### src/rtl/ldm_pkg.sv
// ldm_pkg
//   Shared definitions for the LDM register writer: FSM state encoding,
//   default data/address width, address step per transferred register and
//   the index of the program counter (R15), which never goes through the
//   register-file write port.
package ldm_pkg;

    localparam int         W_DEFAULT  = 32;
    localparam int         WORD_BYTES = 4;
    localparam logic [3:0] PC_INDEX   = 4'd15;

    typedef enum logic [1:0] {
        S_IDLE = 2'd0,
        S_LOAD = 2'd1,
        S_WB   = 2'd2,
        S_DONE = 2'd3
    } state_t;

endpackage

### src/rtl/priority_encoder_16.sv
// priority_encoder_16
//   Combinational lowest-set-bit finder for a 16-bit vector.
//   Ports:
//     vec_i  [15:0]  input vector
//     idx_o  [3:0]   index of the lowest set bit (0 when vec_i is zero)
//     none_o         high when vec_i has no bit set
module priority_encoder_16
    import ldm_pkg::*;
(
    input  logic [15:0] vec_i,
    output logic [3:0]  idx_o,
    output logic        none_o
);

    // Scan from the top down so the last hit, the lowest index, wins.
    always_comb begin
        idx_o = 4'd0;
        for (int i = 15; i >= 0; i--) begin
            if (vec_i[i]) begin
                idx_o = 4'(i);
            end
        end
        none_o = (vec_i == 16'd0);
    end

endmodule

### src/rtl/ldm_register_writer.sv
// ldm_register_writer
//   Sequences an LDM (increment-after) into the register file's single write
//   port. One word address is issued per listed register, data is accepted on
//   MemValid & MemReady, and registers are written in ascending index order,
//   one cycle after each transfer. A load of R15 is redirected to PCWrite/PCData.
//
//   Build option: LDM_WRITEBACK_EN adds a one-cycle WB state that writes
//   BaseAddr + WORD_BYTES*count back to Rn, unless Rn is in the list or is R15.
//   Without it, LOAD goes straight to DONE and Rn is ignored.
//
//   Ports:
//     CLK, RESET (sync, active low)
//     Start, RegList, Rn, BaseAddr         request, latched in IDLE
//     MemAddr, MemReady, MemData, MemValid data-memory side
//     A3, WD3, WE3                         register-file write port
//     PCWrite, PCData                      R15 load redirect
//     Busy, Done                           status
//
//   state  | meaning
//   -------+-----------------------------------------------------------
//   S_IDLE | waiting for Start
//   S_LOAD | requesting words, one per remaining register in the list
//   S_WB   | single-cycle base writeback (LDM_WRITEBACK_EN only)
//   S_DONE | one-cycle completion pulse, then back to S_IDLE
module ldm_register_writer
    import ldm_pkg::*;
#(
    parameter int W = W_DEFAULT
) (
    input  logic         CLK,
    input  logic         RESET,
    input  logic         Start,
    input  logic [15:0]  RegList,
    input  logic [3:0]   Rn,
    input  logic [W-1:0] BaseAddr,
    output logic [W-1:0] MemAddr,
    output logic         MemReady,
    input  logic [W-1:0] MemData,
    input  logic         MemValid,
    output logic [3:0]   A3,
    output logic [W-1:0] WD3,
    output logic         WE3,
    output logic         PCWrite,
    output logic [W-1:0] PCData,
    output logic         Busy,
    output logic         Done
);

    state_t       state_q, state_d;
    logic [15:0]  list_q,  list_d;
    logic [W-1:0] addr_q,  addr_d;
    logic [4:0]   count_q, count_d;
    logic         we3_q,   we3_d;
    logic [3:0]   a3_q,    a3_d;
    logic [W-1:0] wd3_q,   wd3_d;
    logic         pcw_q,   pcw_d;
    logic [W-1:0] pcd_q,   pcd_d;

`ifdef LDM_WRITEBACK_EN
    // The working list is consumed during LOAD, so keep the original for the
    // "Rn is in the list" test.
    logic [15:0]  orig_q,  orig_d;
    logic [3:0]   rn_q,    rn_d;
    logic [W-1:0] base_q,  base_d;
`else
    logic         unused_wb_inputs;
    assign unused_wb_inputs = ^{Rn, count_q};
`endif

    logic [3:0]   idx;
    logic         none;
    logic [15:0]  list_clr;

    priority_encoder_16 u_penc (
        .vec_i  (list_q),
        .idx_o  (idx),
        .none_o (none)
    );

    assign list_clr = list_q & ~(16'd1 << idx);

    always_comb begin
        state_d = state_q;
        list_d  = list_q;
        addr_d  = addr_q;
        count_d = count_q;
        we3_d   = 1'b0;
        a3_d    = 4'd0;
        wd3_d   = '0;
        pcw_d   = 1'b0;
        pcd_d   = '0;
`ifdef LDM_WRITEBACK_EN
        orig_d  = orig_q;
        rn_d    = rn_q;
        base_d  = base_q;
`endif
        case (state_q)
            S_IDLE: begin
                if (Start) begin
                    if (RegList != 16'd0) begin
                        list_d  = RegList;
                        addr_d  = BaseAddr;
                        count_d = 5'd0;
`ifdef LDM_WRITEBACK_EN
                        orig_d  = RegList;
                        rn_d    = Rn;
                        base_d  = BaseAddr;
`endif
                        state_d = S_LOAD;
                    end else begin
                        state_d = S_DONE;
                    end
                end
            end
            S_LOAD: begin
                if (none) begin
                    state_d = S_DONE;
                end else if (MemValid) begin
                    list_d  = list_clr;
                    addr_d  = addr_q + W'(WORD_BYTES);
                    count_d = count_q + 5'd1;
                    if (idx == PC_INDEX) begin
                        pcw_d = 1'b1;
                        pcd_d = MemData;
                    end else begin
                        we3_d = 1'b1;
                        a3_d  = idx;
                        wd3_d = MemData;
                    end
                    if (list_clr == 16'd0) begin
`ifdef LDM_WRITEBACK_EN
                        state_d = S_WB;
`else
                        state_d = S_DONE;
`endif
                    end
                end
            end
            S_WB: begin
`ifdef LDM_WRITEBACK_EN
                // A loaded Rn keeps the loaded value.
                if (!orig_q[rn_q] && (rn_q != PC_INDEX)) begin
                    we3_d = 1'b1;
                    a3_d  = rn_q;
                    wd3_d = base_q + W'(WORD_BYTES) * W'(count_q);
                end
`endif
                state_d = S_DONE;
            end
            S_DONE:  state_d = S_IDLE;
            default: state_d = S_IDLE;
        endcase
    end

    always_ff @(posedge CLK) begin
        if (!RESET) begin
            state_q <= S_IDLE;
            list_q  <= 16'd0;
            addr_q  <= '0;
            count_q <= 5'd0;
            we3_q   <= 1'b0;
            a3_q    <= 4'd0;
            wd3_q   <= '0;
            pcw_q   <= 1'b0;
            pcd_q   <= '0;
`ifdef LDM_WRITEBACK_EN
            orig_q  <= 16'd0;
            rn_q    <= 4'd0;
            base_q  <= '0;
`endif
        end else begin
            state_q <= state_d;
            list_q  <= list_d;
            addr_q  <= addr_d;
            count_q <= count_d;
            we3_q   <= we3_d;
            a3_q    <= a3_d;
            wd3_q   <= wd3_d;
            pcw_q   <= pcw_d;
            pcd_q   <= pcd_d;
`ifdef LDM_WRITEBACK_EN
            orig_q  <= orig_d;
            rn_q    <= rn_d;
            base_q  <= base_d;
`endif
        end
    end

    assign MemAddr  = addr_q;
    assign MemReady = (state_q == S_LOAD);
    assign A3       = a3_q;
    assign WD3      = wd3_q;
    assign WE3      = we3_q;
    assign PCWrite  = pcw_q;
    assign PCData   = pcd_q;
    assign Busy     = (state_q == S_LOAD) || (state_q == S_WB);
    assign Done     = (state_q == S_DONE);

endmodule

### config.mk
export PLATFORM = sky130hd
export DESIGN_NAME = ldm_register_writer
export DESIGN_NICKNAME = d
export VERILOG_FILES = /design/src/rtl/ldm_pkg.sv /design/src/rtl/priority_encoder_16.sv /design/src/rtl/ldm_register_writer.sv
export SDC_FILE = /design/constraint.sdc
export NUM_CORES = 1
export LEC_CHECK = 0
export ABC_AREA = 1
export CAP_MARGIN = 20
export CORE_UTILIZATION = 44
export DETAILED_ROUTE_END_ITERATION = 12
export GPL_ROUTABILITY_DRIVEN = 0
export PLACE_DENSITY = 0.81
export SYNTH_ARGS = -nofsm -noshare
export SYNTH_HDL_FRONTEND = slang
export SYNTH_SLANG_ARGS = --single-unit
export TNS_END_PERCENT = 20
### constraint.sdc
create_clock -name CLK -period 2.6 [get_ports CLK]
set_input_delay 0.52 -clock CLK [delete_from_list [all_inputs] [get_ports CLK]]
set_output_delay 0.52 -clock CLK [all_outputs]
set_load 0.005 [all_outputs]
======== Yosys cells after proc, flatten, opt, wreduce, memory -nomap -nowiden ========
Cells that the tools add are included.
word-level totals
  register bits ........................... 120
  output and inout bits ................... 105
  logic and storage cells ................. 71
operators by class
  multiplexer cells ....................... 34
  $add $sub $neg .......................... 1
  eq/ne operators ......................... 10
  reduce and logical (&&, ||, !) cells .... 11
  shifts and indexed selects .............. 1
  bitwise logic cells ..................... 6
operators by type and width
  cell                                                                    count
  32-bit 2-to-1 mux                                                       4
  16-bit 2-to-1 mux                                                       4
  4-bit 2-to-1 mux                                                        16
  32-bit case mux with 2 select lines                                     1
  32-bit by 3-bit adder with 32-bit output (second input constant)        1
  16-bit zero test                                                        2
  16-bit case mux with 2 select lines                                     1
  16-bit AND                                                              1
  16-bit NOT                                                              1
  16-bit nonzero test                                                     1
  1-bit by 4-bit << shifter with 16-bit output (first input constant)     1
  2-bit 2-to-1 mux                                                        5
  5-bit OR reduction                                                      2
  2-bit case mux with 4 select lines                                      1
  2-bit != test (second input constant)                                   3
  3-bit by 1-bit != test with 1-bit output (second input constant)        2
  5-bit AND reduction                                                     1
  2-bit equality test (second input constant)                             2
  4-bit equality test (second input constant)                             1
  1-bit NOT                                                               4
  4-bit OR reduction                                                      1
  3-bit AND reduction                                                     1
  2-bit by 1-bit equality test with 1-bit output (second input constant)  1
  2-bit zero test                                                         1
  4 further kinds                                                         5

======== Depth between registers and ports, before layout ========
  depth after elaboration ................. 24
  depth in mapped cells ................... 26
  mapped depth without buffers ............ 26

======== Modules after synthesis ========
Synthesis repeated with hierarchy kept, for this count alone.
second synthesis, totals
  cell total of the unflattened synthesis .. 787
  area total of the unflattened synthesis .. 5455.2 µm²
modules (own cells, without submodules)
  module               times used  cells an instance  area each (µm²)  sequential area each (µm²)
  ldm_register_writer  1           740                5253.8           2402.3
  priority_encoder_16  1           47                 201.4            0.0

======== Worst setup path before layout ========
Ideal clock, no wire load.
  path type ............................... register to register
  start ................................... register addr_q[2] (netlist: MemAddr[2])
  end ..................................... register addr_q[30] (netlist: MemAddr[30])
  clock period less this slack ............ 2.328 ns
  required time ........................... 2.466 ns
  arrival ................................. 2.194 ns
  path slack .............................. 0.272 ns
  stages on the path, launching flop included .. 15
  path buffers ............................ 0
  setup time .............................. 0.134 ns
  cells stage by stage .................... dfxtp_1 > ha_1 > nand2_1 > nor3_2 > nand2_1 > inv_2 > nand2_2 > or3_4 > nor2_4 > nand3_2 > nor3_2 > nand4_1 > xnor2_1 > o21ai_1 > a21oi_1
between the ends
  longest elaborated chain between the ends .. 4
ends and longest elaborated chain
  element                                   line                        source
  start, declared                           ldm_register_writer.sv:51   logic [W-1:0] addr_q, addr_d;
  start signal, assigned                    ldm_register_writer.sv:174  addr_q <= addr_d;
  32-bit by 3-bit adder with 32-bit output  ldm_register_writer.sv:120  addr_d = addr_q + W'(WORD_BYTES);
  32-bit 2-to-1 mux                         ldm_register_writer.sv:118  end else if (MemValid) begin
  32-bit 2-to-1 mux                         ldm_register_writer.sv:116  if (none) begin
  32-bit case mux with 2 select lines       ldm_register_writer.sv:97   case (state_q)
Every way passes these cells. The select of a mux whose other input is x is not followed.
A chain may end at the register's enable or synchronous reset.

======== Final worst setup path ========
  start ................................... register list_q[13]
  end ..................................... register state_q[1]
between the ends
  longest elaborated chain between the ends .. 20
ends and longest elaborated chain
  element                                                    line                        source
  start, declared                                            ldm_register_writer.sv:50   logic [15:0] list_q, list_d;
  start signal, assigned                                     ldm_register_writer.sv:173  list_q <= list_d;
  4-bit 2-to-1 mux (14 in series)                            priority_encoder_16.sv:19   if (vec_i[i]) begin
  1-bit by 4-bit << shifter with 16-bit output               ldm_register_writer.sv:80   assign list_clr = list_q & ~(16'd1 << idx);
  16-bit NOT                                                 ldm_register_writer.sv:80
  16-bit AND                                                 ldm_register_writer.sv:80
  16-bit zero test                                           ldm_register_writer.sv:130  if (list_clr == 16'd0) begin
  3-bit by 1-bit != test with 1-bit output (no source line)  -
  3-bit AND reduction (no source line)                       -
  end signal, assigned                                       ldm_register_writer.sv:172  state_q <= state_d;
  end, declared                                              ldm_register_writer.sv:49   state_t state_q, state_d;
Parallel ways exist; a longest one is shown, timed or not.

==> impl_metrics.toml <==
[status]
status = "completed"

[detailed_routing]
vias = 5314
routed_wl_um = 14500
drc = 0
routedWlPerCell_um = 13.7
drt-vias-per-instance = 5.00
drt_pre_antenna_iters = 5
ant_nets = 0
first_iter_violations = 286

[cells_and_area]
nFillCells = 868
post-route-cell-area_um2 = 8120
nets = 1001
regArea_um2 = 2400
multi_input_area_um2 = 2340
antenna_cells = 0
layout_common_cells = "188 x clkdlybuf4s50_1, 123 x nor2_1, 120 x dfxtp_1"
layout_commonest_cell = "clkdlybuf4s50_1"
area_growth_pct = 58.2
drive_gt1_share_pct = 12.4

[clock_network]
cts_buffers = 17
cts_hold_buf = 0
root_buffer = "clkbuf_16"
clkLatencyLatePin_ps = 400
clkTransAtPathRegs_ps = 60
ctsHtreeMaxLevel = 4
cts_tree = "done"
clockBufferDepth = 2
cts.sinks = 120

[timing]
tightest_slew_ps = 460
hold_violations = 0
rsz0062_at_grt = "true"
slew-limit-headroom_pct = 69.3
setup_viol = 0
fmax_mhz = 410
slew_violations = 0
skew_ps = 9.11
period_needed_ps = 2440
fin_crit_sh_pct = 93.8

[yosys]
synthAdderAreaFrac_pct = 1.46
synth_simple_gate_area_share_pct = 25.4
syn_area_um2 = 5130
muxShareOfSynthArea_pct = 0
avgSynthCellArea_um2 = 7.40
synth.distinct_cells = 37
yosys_warnings = 0
synth_cells = 693
yosysSeqAreaShare_pct = 46.8
synth-main-ff-cell = "dfxtp_1"
synth-edff-count = 0
synthXorXnorAreaFrac_pct = 3.24
synth_top_family_by_area = "simple AND/OR/NAND/NOR gates"
synth_seq_cells = 120
synth_compound_area_share_pct = 14.1
synthArstFlopShare_pct = 0
synth_fp_nets = 787

[power_and_ir_drop]
leakage_nw = 3.47
p_per_area_nw_per_um2 = 1130
vdd_drop_max_mv = 0.596
total_power_w = 0.00918

[placement]
dpl_cell_area_um2 = 7370
numPortBuffers = 188
dp_hpwl_um = 10400

[floorplan]
initial_core_util_pct = 45.1
ioPinCount = 193
row_count = 39
die_x_um = 110
core_um2 = 11400
fp.dieH_um = 110
dieArea_um2 = 12100

[global_routing]
use_met1_pct = 25.8
grt_start_max_net_pins = 46
grt_usage_pct = 23.5
busiest_layer = "met2"
grt_util_met2_pct = 41.7
grt_pass1_wl_um = 22100
use_met3_pct = 8.29
antenna_found_initial = 0
overflow = 0
grt_pass1_vias = 4826

[worst_setup_path]
cp_cell_sequence = "inv_1 > nand2_1 > nand2_1 > nand2_1 > nand2_1 > nand2_1 > nand2_1 > nand2_1 > nand2_1 > nand2_1 > nand2_1 > nand2_1 > nand2_2 > nand2_1 > nand4_1 > o21ai_0 > nand2_1 > nor2_1 > nand3_1 > nand2_1 > nand2_2 > nor2_1 > nor2_1"
worst-setup-path-type = "flip-flop to flip-flop"
crit_path_top_delay_cell = "dfxtp_1"
end_kind = "flip-flop"
cp_top_family = "simple AND/OR/NAND/NOR gates"
required_ps = 2900
critPathMaxFanout = 5
startpoint_type = "flip-flop"
arrival_ps = 2730
cpMostUsedCell = "nand2_1"
path_buf_inv = 1
slowest_delay_ps = 380

[job]
drv_cap = 0

[hold_path]
min_path_type = "flip-flop to flip-flop"
==> cell families after synthesis <==
group | Yosys count
XOR/XNOR | 19
AO/OA/AOI/OAI | 130
AND/OR/NAND/NOR | 296
flip-flops | 120
adder cells (fa/ha/maj) | 6
buffers and inverters | 122
==> routing by layer <==
metal	share of wire, %	vias to the layer above
li1	-	2655
met3	9.9	19
met1	40	2420
met4	1.2	0
met2	49	220
met5	0	-
==> through the flow <==
step / cells / hold slack (ps) / setup TNS, ps / utilization (%) / setup WS (ps)
global placement: 1026 / 432 / 0 / 64.8 / 115
CTS: 1058 / 449 / 0 / 70.4 / 89.4
detailed placement: 1026 / 441 / 0 / 64.8 / 84.1
finish: 1063 / 444 / 0 / 71.4 / 162
global route: 1063 / 476 / -289 / 71.4 / -115
floorplan: 693 / 440 / 0 / - / 272
==> power by group <==
group	switching (W)	total, W	internal [W]	leakage [nW]
Sequential	0.000396	0.00264	0.00224	0.977
Combinational	0.00224	0.00402	0.00178	2.19
Clock	0.000893	0.00252	0.00163	0.310
Total	0.00353	0.00918	0.00565	3.47
==> state kept, by name (all words and copies together), names as in the netlist <==
signal and count:
A3 4, PCWrite 1, state_q 2, MemAddr 32
WE3 1, list_q 16, PCData 32, WD3 32
==> worst register-to-register path, stage by stage (launching register included) <==
cell	delay [ps]
dfxtp_1	380
inv_1	70
nand2_1	70
nand2_1	50
nand2_1	50
nand2_1	40
nand2_1	50
nand2_1	50
nand2_1	50
nand2_1	50
nand2_1	50
nand2_1	50
nand2_1	110
nand2_2	100
nand2_1	140
nand4_1	150
o21ai_0	260
nand2_1	90
nor2_1	100
nand3_1	90
nand2_1	90
nand2_2	80
nor2_1	110
nor2_1	50
==> Yosys cell counts (all sizes together), types with 7 or more instances <==
cell	count	area, um2
a21oi	55	287
a31oi	8	50.1
clkbuf	27	101
dfxtp	120	2400
inv	92	345
nand2	110	420
nand3	20	110
nand4	16	106
nor2	128	503
nor3	10	65.1
o21ai	53	269
xnor2	7	61.3
xor2	12	105
==> area by class of cell <==
type	instances	area share, %
clock buffers	17	5.24
multi-input cells	451	28.9
well taps	143	2.20
repair buffers	224	27.1
flip-flops and latches	120	29.6
clock inverters	15	2.65
inverters	93	4.30
==> path summary, 6_finish.rpt <==
path         depth (start not counted)          to       start  slack (ps)
max reg2reg                         23  state_q[1]  list_q[13]         160
min                                  2  MemAddr[1]  MemAddr[1]         440
max                                 23  state_q[1]  list_q[13]         160
min reg2reg                          2  MemAddr[1]  MemAddr[1]         440
==> what timing repair did <==
action,4_1_cts,5_1_grt
setup endpoints to repair,0,7
resized for setup,0,19
setup buffers,0,5
Power figures use the tool's default switching activity.
==> variant (config.mk and constraints unchanged) <==
`W_DEFAULT`: 32 -> 48.
--- a/src/rtl/ldm_pkg.sv
+++ b/src/rtl/ldm_pkg.sv
@@ -6,5 +6,5 @@
 package ldm_pkg;
 
-    localparam int         W_DEFAULT  = 32;
+    localparam int         W_DEFAULT  = 48;
     localparam int         WORD_BYTES = 4;
     localparam logic [3:0] PC_INDEX   = 4'd15;
Interface: changed (5 resized); port bits go from 193 to 273. The function was not compared with the original's and may differ.
==> variant against the unedited design <==
  * Combinational power rose by 23%
  * Routed wire length rose by 62%
  * Count of clock-buffer cells in the layout did not move
  * Setup slack improved by 37 ps
  * Cell area rose by 36%
  * First-iteration DRC count rose by 74%
  * Sequential cell count rose by 48
  * Area after synthesis rose by 42%
  * Power rose by 22%
  * Maximum frequency rose by 1.6%
==> variant: results (changes against the unedited design) <==
[power]
irDropWorstVdd_mv = 0.677  ; was 0.596 mV
pwr-share-clk_pct = 22.5  ; was 27.5%
combinationalPowerShare_pct = 44.1  ; was 43.8%
p_switching_uw = 4670  ; was 3530 uW
p_leak_uw = 0.00449  ; was 0.00347 uW

[placed_design]
dp_slack_ps = 41.1  ; was 84.1 ps
placed_cell_area_um2 = 10300  ; was 7370 um2
place_inst = 1456  ; was 1026
numPortBuffers = 268  ; was 188

[timing]
clock_skew_ps = 18.6  ; was 9.11 ps
timing.slew.headroom_pct = 53.7  ; was 69.3%

[final_layout]
seq_share_pct = 30.6  ; was 29.6%
multi_input_area_share_pct = 30.3  ; was 28.9%
finalNetCount = 1388  ; was 1001
buffers = 297  ; was 224
clockNetworkAreaShare_pct = 5.50  ; was 7.89%
multi_input_gates = 648  ; was 451
nonClkBufAreaFrac_pct = 26.7  ; was 27.1%
final_util_pct = 68.8  ; was 71.4%
drive_gt1_share_pct = 10.4  ; was 12.4%
inverters = 130  ; was 93

[logic_synthesis]
yosys-top-cells-area = dfxtp_1 46%, nor2_1 9.6%, nand2_1 8.1%  ; was dfxtp_1 47%, nor2_1 9.1%, nand2_1 7.8%
async_flop_share_pct = 0  ; unchanged
synthDistinctLibCells = 41  ; was 37
synth_common_cells = 187 x nor2_1, 168 x dfxtp_1, 157 x nand2_1  ; was 125 x nor2_1, 120 x dfxtp_1, 107 x nand2_1
yosys.area_share.adder_pct = 1.03  ; was 1.46%
synth_compound_area_share_pct = 12.2  ; was 14.1%
syn_nets = 1115  ; was 787
seq_area_frac_synth_pct = 46.2  ; was 46.8%
syn_area_per_cell_um2 = 7.36  ; was 7.40 um2

[routing]
firstDrtPassIters = 7  ; was 5
routed_via_density = 5.00  ; about the same
route.met3.wl_mm = 2.32  ; was 1.45 mm
first_iter_violations = 499  ; was 286
met2_length_mm = 11.6  ; was 7.13 mm
wl_mm = 23.6  ; was 14.5 mm
wl_met1_mm = 8.66  ; was 5.79 mm

[global_routing]
grtUsageTotal_pct = 27.6  ; was 23.5%
grt_pass1_vias = 7072  ; was 4826
grt_pass1_wl_mm = 35.8  ; was 22.1 mm
globalRouteMet2Util_pct = 48.1  ; was 41.7%
use_met3_pct = 8.51  ; was 8.29%
grt_max_degree = 70  ; was 46

[worst_setup_path]
critPathMaxFanout = 4  ; was 5

[clock_network]
htree_num_levels = 4  ; unchanged
clk-insertion-delay-late_ps = 430  ; was 400 ps

[hold_path]
worstHoldPathType = flip-flop to flip-flop  ; unchanged

[run_status]
status = completed  ; unchanged

==> variant: changes by cell type in the layout (fill, tap and decap cells not counted), moves of 7 or more <==
cell	delta
clkdlybuf4s50_1	+80
nor2_1	+59
nand2_1	+55
dfxtp_1	+43
inv_1	+30
xor2_1	+17
nor3_1	+15
o21ai_0	+13
a21oi_1	+9
nand3_2	+9
a31oi_1	+8
nor2_2	+8
nor4_1	+7
==> variant: path summary, 6_finish.rpt <==
kind | end | slack (ps) | cells after the start | startpoint
worst max-delay path | MemAddr[40]$_SDFFE_PN0P_ | 200 | 14 | MemAddr[3]$_SDFFE_PN0P_
worst min-delay path | MemAddr[0]$_SDFFE_PN0P_ | 450 | 2 | MemAddr[0]$_SDFFE_PN0P_
worst max register to register | MemAddr[40]$_SDFFE_PN0P_ | 200 | 14 | MemAddr[3]$_SDFFE_PN0P_
worst min register to register | MemAddr[0]$_SDFFE_PN0P_ | 450 | 2 | MemAddr[0]$_SDFFE_PN0P_
